<file path="src/rtl/serializador.sv">
// Transmit serializer: pops one byte from the queue and shifts it out as a framed
// WIDTH-bit serial word, then enforces an idle gap before the next frame.
module serializador #(
  parameter int WIDTH      = 8,
  parameter int LEN_W      = 4,
  parameter int MSB_FIRST  = 1,
  parameter int GAP_CYCLES = 2,
  parameter int DEQ_HOLD   = 1
) (
  input  logic             clock_100KHz,
  input  logic             reset,
  input  logic [WIDTH-1:0] data_in,
  input  logic [LEN_W-1:0] len_in,
  input  logic             ready_in,
  output logic             dequeue_out,
  output logic             data_out,
  output logic             write_out,
  output logic             status_out,
  output logic [7:0]       tx_count
);

  localparam int BIT_W  = (WIDTH > 1) ? $clog2(WIDTH) : 1;
  localparam int GAP_W  = $clog2(GAP_CYCLES + 1);
  localparam int HOLD_W = $clog2(DEQ_HOLD + 1);

  typedef enum logic [1:0] {IDLE, LOAD, SHIFT, GAP} state_t;

  state_t             state_q, state_d;
  logic [WIDTH-1:0]   shift_q, shift_d;
  logic [BIT_W-1:0]   bit_q, bit_d;
  logic [GAP_W-1:0]   gap_q, gap_d;
  logic [HOLD_W-1:0]  hold_q, hold_d;
  logic [7:0]         tx_q, tx_d;
  logic               deq_q, deq_d;
  logic               dout_q, dout_d;
  logic               wr_q, wr_d;
  logic               stat_q, stat_d;
  logic               headBit;
  logic [WIDTH-1:0]   shiftNext;

  always_ff @(posedge clock_100KHz or negedge reset) begin
    if (!reset) begin
      state_q <= IDLE;
      shift_q <= '0;
      bit_q   <= '0;
      gap_q   <= '0;
      hold_q  <= '0;
      tx_q    <= '0;
      deq_q   <= 1'b0;
      dout_q  <= 1'b0;
      wr_q    <= 1'b0;
      stat_q  <= 1'b0;
    end else begin
      state_q <= state_d;
      shift_q <= shift_d;
      bit_q   <= bit_d;
      gap_q   <= gap_d;
      hold_q  <= hold_d;
      tx_q    <= tx_d;
      deq_q   <= deq_d;
      dout_q  <= dout_d;
      wr_q    <= wr_d;
      stat_q  <= stat_d;
    end
  end

  // The bit about to leave is always at the head end; shifting pulls the next one in.
  assign headBit   = (MSB_FIRST != 0) ? shift_q[WIDTH-1] : shift_q[0];
  assign shiftNext = (MSB_FIRST != 0) ? (shift_q << 1) : (shift_q >> 1);

  always_comb begin
    state_d = state_q;
    shift_d = shift_q;
    bit_d   = bit_q;
    gap_d   = gap_q;
    hold_d  = hold_q;
    tx_d    = tx_q;
    deq_d   = deq_q;
    dout_d  = dout_q;
    wr_d    = wr_q;
    stat_d  = stat_q;
    unique case (state_q)
      IDLE: begin
        deq_d  = 1'b0;
        dout_d = 1'b0;
        wr_d   = 1'b0;
        stat_d = 1'b0;
        if ((len_in != '0) && ready_in) begin
          shift_d = data_in;
          deq_d   = 1'b1;
          stat_d  = 1'b1;
          hold_d  = '0;
          state_d = LOAD;
        end
      end
      LOAD: begin
        if (hold_q == HOLD_W'(DEQ_HOLD - 1)) begin
          deq_d   = 1'b0;
          dout_d  = headBit;
          shift_d = shiftNext;
          wr_d    = 1'b1;
          bit_d   = '0;
          state_d = SHIFT;
        end else begin
          hold_d = hold_q + 1'b1;
        end
      end
      SHIFT: begin
        if (bit_q == BIT_W'(WIDTH - 1)) begin
          wr_d    = 1'b0;
          dout_d  = 1'b0;
          tx_d    = tx_q + 8'd1;
          bit_d   = '0;
          gap_d   = '0;
          state_d = GAP;
        end else begin
          bit_d   = bit_q + 1'b1;
          dout_d  = headBit;
          shift_d = shiftNext;
        end
      end
      GAP: begin
        if (gap_q == GAP_W'(GAP_CYCLES - 1)) begin
          stat_d  = 1'b0;
          gap_d   = '0;
          state_d = IDLE;
        end else begin
          gap_d = gap_q + 1'b1;
        end
      end
      default: state_d = IDLE;
    endcase
  end

  assign dequeue_out = deq_q;
  assign data_out    = dout_q;
  assign write_out   = wr_q;
  assign status_out  = stat_q;
  assign tx_count    = tx_q;

endmodule

</file>
<file path="config.mk">
export PLATFORM = sky130hd
export DESIGN_NAME = serializador
export DESIGN_NICKNAME = d
export VERILOG_FILES = /design/src/rtl/serializador.sv
export SDC_FILE = /design/constraint.sdc
export NUM_CORES = 1
export LEC_CHECK = 0
export CAP_MARGIN = 20
export CORE_AREA = 2 2 78 43
export DETAILED_ROUTE_END_ITERATION = 12
export DIE_AREA = 0 0 80 45
export PLACE_DENSITY = 0.86
export SYNTH_ARGS = -nofsm -noshare
export SYNTH_HDL_FRONTEND = slang
export SYNTH_SLANG_ARGS = --single-unit
</file>
<file path="constraint.sdc">
create_clock -name clock_100KHz -period 4 [get_ports clock_100KHz]
set_clock_uncertainty 0.2 [all_clocks]
set_input_delay 1 -clock clock_100KHz [delete_from_list [all_inputs] [get_ports clock_100KHz]]
set_output_delay 1 -clock clock_100KHz [all_outputs]
set_load 0.03 [all_outputs]
</file>
==> results.cfg <==
[clocking]
cts_setup_buffers = 0
clk_pin_slew_ns = 0.09
cts_hold_buf = 0
clock_tree_from_tritoncts = yes
cts_resized = 0
clock_sinks = 27
cts_root_buffer = clkbuf_8
h-tree-depth = 1
clk_latency_ns = 0.27
cts.path.max_buffers = 2
cts_made_buffers = 3

[placed_design]
gp_congestion = 0.844
detailedPlace.worstSlack_ns = 1.10
placed_cells = 174
post-dp-hpwl_um = 1910
port_buffers = 26

[floorplan]
initial_core_util = 0.481
count_of_pins_on_the_block_boundary = 27
chipHeight_um = 45
dieArea_mm2 = 0.00360
chipWidth_um = 80
core_area_mm2 = 0.00287
placementRows = 14

[route]
final_antenna_net_count = 0
drt_iter0_drc = 25
finalWirelength_um = 2470
route.detailed.wl_per_inst_um = 13.9
detail_route.vias_per_cell = 5.17
routed-via-count = 920
dr.pass1.iters = 4
detail_route.drc_violations = 0

[hold_path]
hold_sp = tx_count[7]$_DFFE_PN0P_
hold-path-cell-count = 1
hp-class = reg -> reg
timing.hold.worst_endpoint = tx_count[7]$_DFFE_PN0P_

[setup_path]
r2r_start = state_q[0]$_DFFE_PN0P_
worst-path-buf-inv = 1
cp_data_required_time_ns = 3.96
worst_path_max_delay_cell = clkdlybuf4s50_1
crit_type = in -> reg
path_delay_family = compound AO/OA/AOI/OAI gates
crit_path_start_kind = input pin
r2r_cells = 5
critical_path.max_fanout = 8
crit_path_end_kind = flop
critPathMaxStageDelay_ns = 0.55
data_arrival_time_of_the_worst_path_ns = 2.57
ff2ff_setup_slack_ns = 1.77
crit_path_cell_trace = clkdlybuf4s50_1, o41ai_4, a211oi_4, mux2_2
reg2reg_to = shift_q[4]$_DFFE_PN0P_

[status]
outcome = completed

[timing]
hold_slack_final_ns = 0.274
timing_max_transition_violations_final = 0
measured_slew_at_the_worst_slew_check_pin_ns = 0.523
post-route-min-period_ns = 2.61
achievable-frequency_mhz = 383
setup_viol_count_final = 0
unrepaired_setup_endpoints_after_global_routing = false
finalSetupTns_ns = 0
setup_ws_post_layout_ns = 1.39
worst_slew_margin_rel = 0.652
part_of_the_cycle_the_worst_path_needs = 0.653
final-hold-violation-count = 0

[synthesis]
synthesis.yosys.warnings = 0
ys_types = 31
ys_ff_latch = 27
synth_area_mm2 = 0.00138
synth_top_area_frac = 0.489
synthDominantAreaCellType = dfrtp_1
ys_seq_area_frac = 0.489
synth-edff-count = 0
netlist_instances = 110
postSynth.asyncResetShare = 1.00
synthSimpleGateAreaFrac = 0.101
synth_top_family_by_area = multiplexers
mapped_avg_cell_area_um2 = 12.6
yosys.area_share.adder = 0.0815
post_synth_mux_area_share = 0.154
synthXorXnorAreaFrac = 0.0507
synth_ff_type = dfrtp_1
synth_nets = 134
synth_top_cells_by_area = dfrtp_1 (49%), mux2_2 (15%), ha_1 (8.2%), xnor2_1 (4.4%), o41ai_4 (2.0%)
post_synthesis_compound_gate_area_fraction = 0.0951

[global_route]
grt_pass1_wl_um = 4290
first_global_vias = 963
grtUsageTotal = 0.159
grt.overflow.total = 0
antenna_found_initial = 0
pin_count_of_the_biggest_net_entering_global_routing = 28

[flow_run]
maxCapViolCount = 0

[final_layout]
ff_latch_area_um2 = 676
layout-drive-gt1-share = 0.188
area_growth_pct = 24.9
multi_input_area_um2 = 667
layoutNonFillerInstCount = 178
fillers = 239
ant_cells = 0
final_nets = 163

[power]
powerDensity_mw_per_mm2 = 633
leakagePower_uw = 0.000758
irDropWorstVdd_v = 0.000270
layer usage:
metal  vias up  share of wire  global-route usage  wire [µm]
met5         -              0                   0          0
met4         0         0.0028              0.0203          7
met2        28           0.47               0.277       1150
li1        451              -                   -          -
met1       439           0.47               0.201       1170
met3         2          0.059              0.0580        145
metrics by stage:
stage	power [µW]	utilization	cell area, µm²
floorplan	816	-	1380
global placement	914	0.584	1680
detailed placement	947	0.584	1680
CTS	1100	0.601	1730
global route	1180	0.601	1730
finish	1090	0.601	1730
kinds of logic (layout without fill, tap and decap cells):
logic type                 after synthesis  after routing
and+or+nand+nor                         24             24
xor gates and xnor gates                 8              8
adders and majority gates                9              9
AOI/OAI and AO/OA                       15             15
DFF                                     27             27
buffers and inverters                    8             36
muxes                                   19             19
layout by cell type, fill, tap and decap left out, types with 2 or more instances in the layout:
master	count
nand3_1	4
xnor2_1	7
clkdlybuf4s50_1	26
a21oi_1	2
dfrtp_1	27
nand4_1	4
o21ai_0	5
nor2b_1	4
inv_1	5
mux2_2	18
nand2_1	3
clkbuf_8	3
and3_1	2
nand2b_1	2
ha_1	9
Yosys cell counts (2+ instances only):
master    count
a21oi_1       2
and3_1        2
dfrtp_1      27
ha_1          9
inv_1         5
mux2_2       18
nand2_1       3
nand2b_1      2
nand3_1       4
nand4_1       4
nor2b_1       4
o21ai_0       5
xnor2_1       7
how the worst max path moves through the flow:
stage / startpoint / to / slack [ns] / depth (start not counted)
global placement: ready_in / shift_q[4]$_DFFE_PN0P_ / 1.15 / 4
finish: ready_in / shift_q[4]$_DFFE_PN0P_ / 1.39 / 4
floorplan: len_in[1] / shift_q[0]$_DFFE_PN0P_ / 1.83 / 3
global route: tx_count[2]$_DFFE_PN0P_ / tx_count[2] / 1.33 / 1
CTS: tx_count[2]$_DFFE_PN0P_ / tx_count[2] / 1.38 / 1
detailed placement: ready_in / shift_q[4]$_DFFE_PN0P_ / 1.10 / 4
area by class of cell:
| cell class | instances | area share |
|---|---|---|
| clock buffer | 3 | 0.0239 |
| multi-input combinational | 75 | 0.387 |
| sequential | 27 | 0.392 |
| clock inverter | 1 | 0.00290 |
| timing repair buffer | 27 | 0.155 |
| tap | 40 | 0.0290 |
| inverter | 5 | 0.0109 |
sequential cells by signal, summed over array words and instances, names as in the netlist:
name and count:
bit_q 3, status_out 1, data_out 1, state_q 2
write_out 1, dequeue_out 1, gap_q 2, tx_count 8
shift_q 8
power breakdown:
group / internal (µW) / switching, µW / total (µW)
Sequential: 355 / 52.9 / 408
Clock: 69.8 / 82.1 / 152
Combinational: 280 / 253 / 533
(Power assumes the default switching activity.)
